--- src/rtl/game_turn_ctrl.sv ---
// -----------------------------------------------------------------------------
// game_turn_ctrl
// Turn sequencer and rule checker for the 3x3 tic-tac-toe board register array.
// It takes one move request at a time and checks the target cell through the
// array read port. It then writes the mover's mark, scans the whole board into
// a shadow copy, and decides between win, draw and next turn. A new-game request
// clears the board cell by cell.
//
// Ports
//   clk, rst         : single clock domain, synchronous active-high reset
//   move_valid       : move request (honoured only while idle)
//   move_addr        : target cell 0..8 (row-major), 9..15 are illegal
//   new_game         : board clear / restart request, highest priority
//   rdata            : array read data, combinational from raddr
//   raddr            : array read address
//   waddr, wd, wen   : array write port
//   turn             : 0 = P1 to move, 1 = P2 to move
//   busy             : high while a move or a clear is in progress
//   move_done        : one-cycle pulse, move written and evaluated
//   move_reject      : one-cycle pulse, move refused
//   gameover         : [0] P1 won, [1] P2 won, [1:0]=11 draw, [9:2] winning lines
// All outputs are registered.
// -----------------------------------------------------------------------------
module game_turn_ctrl #(
    parameter int ADDR_W    = 4,
    parameter int CELL_W    = 2,
    parameter int CLR_CELLS = 9
) (
    input  logic              clk,
    input  logic              rst,
    input  logic              move_valid,
    input  logic [ADDR_W-1:0] move_addr,
    input  logic              new_game,
    input  logic [CELL_W-1:0] rdata,
    output logic [ADDR_W-1:0] raddr,
    output logic [ADDR_W-1:0] waddr,
    output logic [CELL_W-1:0] wd,
    output logic              wen,
    output logic              turn,
    output logic              busy,
    output logic              move_done,
    output logic              move_reject,
    output logic [9:0]        gameover
);

    localparam int                NCELLS     = 9;
    localparam int                BOARD_W    = NCELLS * CELL_W;
    localparam logic [ADDR_W-1:0] LAST_CELL  = ADDR_W'(NCELLS - 1);
    localparam logic [ADDR_W-1:0] LAST_CLR   = ADDR_W'(CLR_CELLS - 1);
    localparam logic [CELL_W-1:0] CELL_EMPTY = CELL_W'(0);
    localparam logic [CELL_W-1:0] CELL_P1    = CELL_W'(1);
    localparam logic [CELL_W-1:0] CELL_P2    = CELL_W'(2);

    typedef enum logic [2:0] {
        S_IDLE  = 3'd0,
        S_CHECK = 3'd1,
        S_WRITE = 3'd2,
        S_SCAN  = 3'd3,
        S_EVAL  = 3'd4,
        S_DONE  = 3'd5,
        S_CLEAR = 3'd6
    } state_e;

    // One bit per line, bit 0 = top row ... bit 7 = anti-diagonal. Only the
    // mover's exact code counts, so the reserved code 11 never completes a line.
    function automatic logic [7:0] line_hits(input logic [BOARD_W-1:0] board,
                                             input logic [CELL_W-1:0]  mark);
        logic [NCELLS-1:0] own;
        for (int i = 0; i < NCELLS; i++) begin
            own[i] = (board[i*CELL_W +: CELL_W] == mark);
        end
        line_hits = {own[2] & own[4] & own[6], own[0] & own[4] & own[8],
                     own[2] & own[5] & own[8], own[1] & own[4] & own[7],
                     own[0] & own[3] & own[6], own[6] & own[7] & own[8],
                     own[3] & own[4] & own[5], own[0] & own[1] & own[2]};
    endfunction

    function automatic logic board_full(input logic [BOARD_W-1:0] board);
        logic full;
        full = 1'b1;
        for (int i = 0; i < NCELLS; i++) begin
            full = full & (board[i*CELL_W +: CELL_W] != CELL_EMPTY);
        end
        board_full = full;
    endfunction

    state_e              state_q, state_d;
    logic [ADDR_W-1:0]   cnt_q, cnt_d;
    logic [ADDR_W-1:0]   addr_q, addr_d;
    logic                turn_q, turn_d;
    logic [9:0]          gameover_q, gameover_d;
    logic                done_q, done_d;
    logic                reject_q, reject_d;
    logic [ADDR_W-1:0]   raddr_q, raddr_d;
    logic [ADDR_W-1:0]   waddr_q, waddr_d;
    logic [CELL_W-1:0]   wd_q, wd_d;
    logic                wen_q, wen_d;
    logic                busy_q, busy_d;
    logic [BOARD_W-1:0]  shadow_q;
    logic [CELL_W-1:0]   mover_s;
    logic [7:0]          hits_s;
    logic                full_s;

    assign mover_s = turn_q ? CELL_P2 : CELL_P1;
    assign hits_s  = line_hits(shadow_q, mover_s);
    assign full_s  = board_full(shadow_q);

    // Next-state logic; new_game overrides every state and drops any move in flight.
    always_comb begin
        state_d    = state_q;
        cnt_d      = cnt_q;
        addr_d     = addr_q;
        turn_d     = turn_q;
        gameover_d = gameover_q;
        done_d     = 1'b0;
        reject_d   = 1'b0;
        if (new_game) begin
            state_d    = S_CLEAR;
            cnt_d      = '0;
            turn_d     = 1'b0;
            gameover_d = '0;
        end else begin
            case (state_q)
                S_IDLE: begin
                    if (move_valid) begin
                        addr_d  = move_addr;
                        state_d = S_CHECK;
                    end else begin
                        state_d = S_IDLE;
                    end
                end
                S_CHECK: begin
                    // rdata is the target cell, since raddr holds the latched address here
                    if ((addr_q > LAST_CELL) || (rdata != CELL_EMPTY)) begin
                        reject_d = 1'b1;
                        state_d  = S_IDLE;
                    end else begin
                        state_d  = S_WRITE;
                    end
                end
                S_WRITE: begin
                    state_d = S_SCAN;
                    cnt_d   = '0;
                end
                S_SCAN: begin
                    if (cnt_q == LAST_CELL) begin
                        state_d = S_EVAL;
                    end else begin
                        cnt_d = cnt_q + ADDR_W'(1);
                    end
                end
                S_EVAL: begin
                    done_d = 1'b1;
                    // A win takes precedence over a full board
                    if (|hits_s) begin
                        gameover_d = {hits_s, turn_q, ~turn_q};
                        state_d    = S_DONE;
                    end else if (full_s) begin
                        gameover_d = {8'b0000_0000, 2'b11};
                        state_d    = S_DONE;
                    end else begin
                        turn_d  = ~turn_q;
                        state_d = S_IDLE;
                    end
                end
                S_DONE: begin
                    reject_d = move_valid;
                end
                S_CLEAR: begin
                    if (cnt_q == LAST_CLR) begin
                        state_d = S_IDLE;
                    end else begin
                        cnt_d = cnt_q + ADDR_W'(1);
                    end
                end
                default: begin
                    state_d = S_IDLE;
                end
            endcase
        end
    end

    // Array-port and busy values for the state being entered (they are registered).
    always_comb begin
        raddr_d = '0;
        waddr_d = '0;
        wd_d    = CELL_EMPTY;
        wen_d   = 1'b0;
        busy_d  = (state_d != S_IDLE) && (state_d != S_DONE);
        case (state_d)
            S_CHECK: begin
                raddr_d = addr_d;
            end
            S_WRITE: begin
                wen_d   = 1'b1;
                waddr_d = addr_q;
                wd_d    = mover_s;
            end
            S_SCAN: begin
                raddr_d = cnt_d;
            end
            S_CLEAR: begin
                wen_d   = 1'b1;
                waddr_d = cnt_d;
            end
            default: begin
            end
        endcase
    end

    // State, datapath and output registers.
    always_ff @(posedge clk) begin
        if (rst) begin
            state_q    <= S_IDLE;
            cnt_q      <= '0;
            addr_q     <= '0;
            turn_q     <= 1'b0;
            gameover_q <= '0;
            done_q     <= 1'b0;
            reject_q   <= 1'b0;
            raddr_q    <= '0;
            waddr_q    <= '0;
            wd_q       <= '0;
            wen_q      <= 1'b0;
            busy_q     <= 1'b0;
        end else begin
            state_q    <= state_d;
            cnt_q      <= cnt_d;
            addr_q     <= addr_d;
            turn_q     <= turn_d;
            gameover_q <= gameover_d;
            done_q     <= done_d;
            reject_q   <= reject_d;
            raddr_q    <= raddr_d;
            waddr_q    <= waddr_d;
            wd_q       <= wd_d;
            wen_q      <= wen_d;
            busy_q     <= busy_d;
        end
    end

    // Shadow board capture; during SCAN raddr equals cnt_q.
    always_ff @(posedge clk) begin
        if (rst) begin
            shadow_q <= '0;
        end else if (state_q == S_SCAN) begin
            shadow_q[int'(cnt_q)*CELL_W +: CELL_W] <= rdata;
        end else begin
            shadow_q <= shadow_q;
        end
    end

    assign raddr       = raddr_q;
    assign waddr       = waddr_q;
    assign wd          = wd_q;
    assign wen         = wen_q;
    assign turn        = turn_q;
    assign busy        = busy_q;
    assign move_done   = done_q;
    assign move_reject = reject_q;
    assign gameover    = gameover_q;

endmodule

--- config.mk ---
export PLATFORM = sky130hd
export DESIGN_NAME = game_turn_ctrl
export DESIGN_NICKNAME = d
export VERILOG_FILES = /design/src/rtl/game_turn_ctrl.sv
export SDC_FILE = /design/constraint.sdc
export NUM_CORES = 1
export LEC_CHECK = 0
export ABC_AREA = 1
export CORE_MARGIN = 5
export CORE_UTILIZATION = 30
export DETAILED_ROUTE_END_ITERATION = 8
export GPL_TIMING_DRIVEN = 0
export PLACE_DENSITY = 0.52
export SLEW_MARGIN = 20
export SYNTH_ARGS = -nofsm -noshare
export SYNTH_HDL_FRONTEND = slang
export SYNTH_SLANG_ARGS = --single-unit
--- constraint.sdc ---
create_clock -name clk -period 1.95 [get_ports clk]
set_input_delay 0.39 -clock clk [delete_from_list [all_inputs] [get_ports clk]]
set_output_delay 0.39 -clock clk [all_outputs]
set_load 0.05 [all_outputs]
# After elaboration in Yosys (flattened, before gate mapping)
# Cells that the tools add are included.
[op_classes]
n_addsub = 2
reduce_logical = 22
n_eq_ne = 21
shift = 2
bitwise_logic = 28
order_cmp = 1
muxes = 24
[op_table]
columns = ["cell", "n"]
rows = [
  ["negator 5 -> 33 bit", 1],
  ["variable shift 2 x 33 -> 18 bit (first input constant)", 1],
  ["indexed part select 2 x 33 -> 18 bit", 1],
  ["bitwise AND 1 bit", 24],
  ["case mux 4 bit (2 select lines)", 3],
  ["nonzero test 2 bit", 11],
  ["case mux 3 bit (7 select lines)", 1],
  ["2-to-1 mux 10 bit", 2],
  ["2-to-1 mux 4 bit", 5],
  ["bitwise mux 18 bit", 1],
  ["equality test 2 bit", 9],
  ["2-to-1 mux 3 bit", 5],
  ["equality test 3 x 2 -> 1 bit (second input constant)", 4],
  ["equality test 3 bit (second input constant)", 4],
  ["OR reduction 2 bit", 4],
  ["OR reduction 8 bit", 1],
  ["equality test 3 x 1 -> 1 bit (second input constant)", 2],
  ["adder 4 x 1 -> 4 bit (second input constant)", 1],
  ["equality test 4 bit (second input constant)", 1],
  ["> comparator 4 bit (second input constant)", 1],
  ["2-to-1 mux 1 bit", 4],
  ["2-to-1 mux 2 bit", 2],
  ["inverter 1 bit", 4],
  ["logical NOT 3 bit", 1],
  ["other kinds (7)", 7],
]
[totals]
input_bits = 10
wordCells = 113
output_inout_bits = 25
reg_bits = 54

# Logic depth before layout (Yosys ltp)
[logic_depth]
word_depth = 16
ltp_mapped = 18
depth_no_buf = 16

# Worst setup path after synthesis
# No wires, ideal clock.
[synth_path]
path_type = "register -> register"
startpoint = "reg turn_q (netlist: turn)"
endpoint = "reg busy_q (netlist: busy)"
arrival_time_ns = 2.062
setup_slack_ns = -0.229
path_stages_with_launch = 17
n_path_buf = 3
setup_time_ns = 0.117
path_cell_list = "dfxtp_1 buf_6 inv_6 buf_6 nand2_1 nand2_1 nor2_2 nand3_1 nand2_1 nor2_2 nand3_2 nand2_4 nand2_2 nand2_4 buf_6 nor3_1 nor2_1"
[synth_between]
elab_chain_cells = 10
elab_cells_between_ends = 33
cone_classes = "eq/ne: 10; mux: 4; bitwise: 16; reduce/logical: 3"
[synth_lines]
columns = ["item", "line_no", "text"]
rows = [
  ["from (decl)", "90", "logic turn_q, turn_d;"],
  ["from (signal assigned)", "230", "turn_q <= turn_d;"],
  ["2-to-1 mux 2 bit (*)", "104", "assign mover_s = turn_q ? CELL_P2 : CELL_P1;"],
  ["equality test 2 bit", "70", "own[i] = (board[i*CELL_W +: CELL_W] == mark);"],
  ["bitwise AND 1 bit (on tied branches) (2 in series)", "n/a", ""],
  ["OR reduction 8 bit (*)", "155", "if (|hits_s) begin"],
  ["2-to-1 mux 3 bit (*)", "155", ""],
  ["case mux 3 bit (7 select lines) (*)", "123", "case (state_q)"],
  ["2-to-1 mux 3 bit (*)", "117", "if (new_game) begin"],
  ["!= test 3 bit or nonzero test 3 bit (tied branches)", "189", "busy_d = (state_d != S_IDLE) && (state_d != S_DONE);"],
  ["logical AND 1 bit (*)", "189", ""],
  ["to (signal assigned)", "238", "busy_q <= busy_d;"],
  ["to (decl)", "98", "logic busy_q, busy_d;"],
]
# Every way passes the cells marked *; elsewhere a longest branch is shown, timed or not.
# A chain may end at the register's enable or synchronous reset.

# Final worst setup path
[layout_path]
startpoint = "reg turn_q (netlist: turn)"
endpoint = "reg raddr_q[3] (netlist: raddr[3])"
[layout_between]
elab_chain_cells = 10
elab_cells_between_ends = 33
cone_classes = "eq/ne: 11; mux: 5; bitwise: 16; reduce/logical: 1"
[layout_lines]
columns = ["item", "line_no", "text"]
rows = [
  ["2-to-1 mux 2 bit (*)", "104", ""],
  ["equality test 2 bit", "70", ""],
  ["bitwise AND 1 bit (on tied branches) (2 in series)", "n/a", ""],
  ["OR reduction 8 bit (*)", "155", ""],
  ["2-to-1 mux 3 bit (*)", "155", ""],
  ["case mux 3 bit (7 select lines) (*)", "123", ""],
  ["2-to-1 mux 3 bit (*)", "117", ""],
  ["equality test 3 x 2 -> 1 bit or equality test 3 x 1 -> 1 bit (tied branches)", "190", "case (state_d)"],
  ["case mux 4 bit (2 select lines) (*)", "190", ""],
  ["to (signal assigned)", "234", "raddr_q <= raddr_d;"],
  ["to (decl)", "94", "logic [ADDR_W-1:0] raddr_q, raddr_d;"],
]
# Marked as above.

==> load_flow_metrics.sql <==
INSERT INTO impl_metrics (metric_group, metric, value, unit) VALUES
('worst_setup_path', 'critPathKind', 'register to register', ''),
('placement', 'place_congestion', '0.836', ''),
('cts', 'cts_sinks', '54', ''),
('timing', 'slew_violations', '0', ''),
('floorplanning', 'count_of_pins_on_the_block_boundary', '35', ''),
('routing', 'drt_iter0_drc', '75', ''),
('finish', 'layoutNonFillerInstCount', '574', ''),
('synth', 'synth_compound_area_share', '16.6', '%'),
('timing', 'finalCriticalPeriod', '2.06', 'ns'),
('timing', 'unrepaired_setup_endpoints_after_global_routing', 'true', ''),
('run_status', 'failed_checks', 'setup timing', ''),
('synth', 'synth_xor_xnor_area_share', '0', '%'),
('synth', 'ys_seq_area_share', '39.1', '%'),
('routing', 'ant_nets', '0', ''),
('finish', 'most_used_cells_in_the_layout_excluding_fill_and_tap_cells', 'nand2_1 (76), inv_1 (53), dfxtp_1 (49)', ''),
('worst_setup_path', 'crit_arrival', '2.29', 'ns'),
('floorplanning', 'die_width', '106', 'microns'),
('cts', 'cts_root_buf', 'clkbuf_8', ''),
('floorplanning', 'initial_utilization', '30.3', '%'),
('global_routing', 'grt.total_usage', '13.8', '%'),
('timing', 'max_freq', '486', 'MHz'),
('routing', 'drt-vias-per-instance', '4.94', ''),
('synth', 'synth_top_family_by_area', 'simple AND/OR/NAND/NOR gates', ''),
('pwr', 'vdd.ir_drop.worst', '285', 'uV'),
('routing', 'detail_routed_net_length_per_standard_cell', '13.9', 'microns'),
('synth', 'post_synthesis_area_per_instance', '6.75', 'sq um'),
('synth', 'yosys.area_share.simple', '32.1', '%'),
('worst_setup_path', 'worst_setup_path_endpoint', 'raddr[3]$_SDFF_PP0_', ''),
('pwr', 'power.density_cell_area', '588', 'nW/um^2'),
('timing', 'skew', '0.0162', 'ns'),
('floorplanning', 'fp.dieArea', '11200', 'sq um'),
('finish', 'finish.net_count', '475', ''),
('routing', 'postRouteWirelength', '7990', 'microns'),
('worst_setup_path', 'worst_setup_path_end_kind', 'register', ''),
('synth', 'synth_enable_flop_cells', '0', ''),
('cts', 'clock_insertion_delay_worst_skew', '0.31', 'ns'),
('timing', 'worst_tran_pin_value', '0.705', 'ns'),
('synth', 'ys.flop_type', 'dfxtp_1', ''),
('cts', 'cts.path.max_buffers', '2', ''),
('timing', 'hold_violations', '0', ''),
('synth', 'adder_cell_share_of_the_synthesized_area', '1.36', '%'),
('global_routing', 'wire_length_of_the_first_global_routing_pass', '12500', 'microns'),
('worst_setup_path', 'crit-reg2reg-launch', 'turn$_SDFFE_PP0P_', ''),
('global_routing', 'grt_start_max_net_pins', '17', ''),
('routing', 'dr_total_vias', '2838', ''),
('synth', 'syn_inst', '409', ''),
('routing', 'detail_route.first_pass.iterations', '4', ''),
('floorplanning', 'core.rowCount', '35', ''),
('run_status', 'outcome', 'finished, violations left', ''),
('synth', 'synth_async_sr_flop_share', '0', '%'),
('cts', 'cts_buffer_count', '5', ''),
('timing', 'slew_headroom', '52.8', '%'),
('timing', 'setup_viol_count_final', '14', ''),
('timing', 'post_route_setup_slack', '-0.109', 'ns'),
('timing', 'final.period_utilization', '106', '%'),
('worst_setup_path', 'path_max_fanout', '5', ''),
('hold_path', 'min_delay_worst_type', 'register to register', ''),
('worst_setup_path', 'crit_path_start', 'turn$_SDFFE_PP0P_', ''),
('pwr', 'static-leakage-power', '1.44', 'nW'),
('worst_setup_path', 'critical_path.reg2reg.endpoint', 'raddr[3]$_SDFF_PP0_', ''),
('synth', 'synth_nets', '422', ''),
('worst_setup_path', 'setup.reg_to_reg.worst_slack', '-0.11', 'ns'),
('finish', 'num_antenna_cells', '0', ''),
('cts', 'worst_path_clk_slew', '0.10', 'ns'),
('finish', 'post_route_cells_drive_above_1_share', '21.4', '%'),
('finish', 'syn_to_final_growth', '36.9', '%'),
('worst_setup_path', 'timing.reg2reg.worst_path_depth', '14', ''),
('global_routing', 'globalRouteOverflowTotal', '0', ''),
('placement', 'place.detailed.hpwl', '5780', 'microns'),
('finish', 'mostFrequentLayoutCell', 'nand2_1', ''),
('synth', 'synth_cell_types', '29', '');
[per-stage QoR]
step                power [mW]  instance area (sq um)  worst slack, ns  setup TNS (ns)  util, %
floorplan                 1.37                   2770           0.0243               0        -
global route              2.33                   3780           -0.241           -3.08     41.5
global placement          1.46                   3240           -0.299           -6.06     35.5
finish                    2.22                   3780           -0.109          -0.847     41.5
detailed placement        1.47                   3240           -0.363           -7.96     35.5
CTS                       2.19                   3500          -0.0924          -0.849     38.5
[logic make-up after synthesis]
| kind of cell | after synthesis |
|---|---|
| adders and majority gates | 3 |
| AOI/OAI and AO/OA | 81 |
| buffers and inverters | 69 |
| and+or+nand+nor | 202 |
| DFF | 54 |
[worst max-delay path, stage by stage (launching register included)]
cell	delay [ns]
dfxtp_4	0.37
bufbuf_16	0.26
nand2_1	0.06
nand2_1	0.08
nor2_4	0.20
nand3_1	0.13
nand2_2	0.10
nor2_4	0.05
nand3_4	0.10
nand2_8	0.08
nand2_4	0.09
nand2_8	0.07
nor2_4	0.17
nand2_1	0.09
a21oi_2	0.13
[registers in the layout (all words and copies together), names as in the netlist]
register,flops
raddr,4
move_done,1
cnt_q,4
turn,1
addr_q,4
state_q,3
move_reject,1
busy,1
wd,2
waddr,4
shadow_q,18
wen,1
gameover,10
[metal layers]
metal	up-vias	track usage [%]	share of wire [%]
li1	1440	-	-
met1	1326	16.6	43
met2	58	24.9	51
met3	14	3.04	3.3
met4	0	3.15	2.3
met5	-	0	0
[what timing repair did]
item | in CTS | in global routing
hold buffers | 0 | 0
buffers inserted | 5 | 6
setup endpoints to repair | 37 | 41
pin swaps | 4 | 18
resized for setup | 28 | 54
gates cloned | 2 | 1
[cell usage after synthesis, types with 2 or more instances]
library cell  number  share of area, %
inv_1             57               7.7
ha_1               3               1.4
nor2_1            58               7.9
nand2_1           88                12
o31ai_1            2              0.54
buf_6              4               1.6
a211oi_1           9               2.4
o21ai_0           17               3.1
nand2_4            2              0.82
dfxtp_1           54                39
nand3_1           15               2.7
a22oi_1            3              0.82
nand2_2            4              0.91
nor4_1             2              0.45
a21oi_1           40               7.2
nand3_2            3               1.1
nor3_1            12               2.2
o22ai_1            2              0.45
nand4_1           13               2.9
nor2_2             4              0.91
clkbuf_1           4              0.54
o211ai_1           2              0.54
inv_2              2              0.27
a31oi_1            4              0.91
[area by class of cell]
cell class	count	area, sq um
Fill cell	957	5330
Multi-Input combinational cell	286	1650
Sequential cell	54	1090
Timing Repair Buffer	47	485
Inverter	60	238
Tap cell	111	139
Clock buffer	7	96.3
Buffer	8	75.1
Clock inverter	1	8.76
[report_power, final]
| part | total (mW) | internal (mW) | switching [mW] |
|---|---|---|---|
| combinational | 0.387 | 0.135 | 0.252 |
| sequential | 1.14 | 1.12 | 0.0165 |
| clock | 0.697 | 0.326 | 0.371 |
[worst min path at each step]
stage / start / endpoint / cells after the start
CTS: gameover[4]$_SDFFE_PP0P_ / gameover[4]$_SDFFE_PP0P_ / 2
detailed placement: gameover[2]$_SDFFE_PP0P_ / gameover[2]$_SDFFE_PP0P_ / 2
global route: gameover[4]$_SDFFE_PP0P_ / gameover[4]$_SDFFE_PP0P_ / 2
floorplan: shadow_q[15]$_SDFFE_PP0P_ / shadow_q[15]$_SDFFE_PP0P_ / 2
finish: gameover[4]$_SDFFE_PP0P_ / gameover[4]$_SDFFE_PP0P_ / 2
global placement: gameover[4]$_SDFFE_PP0P_ / gameover[4]$_SDFFE_PP0P_ / 2
Power figures use the tool's default switching activity.
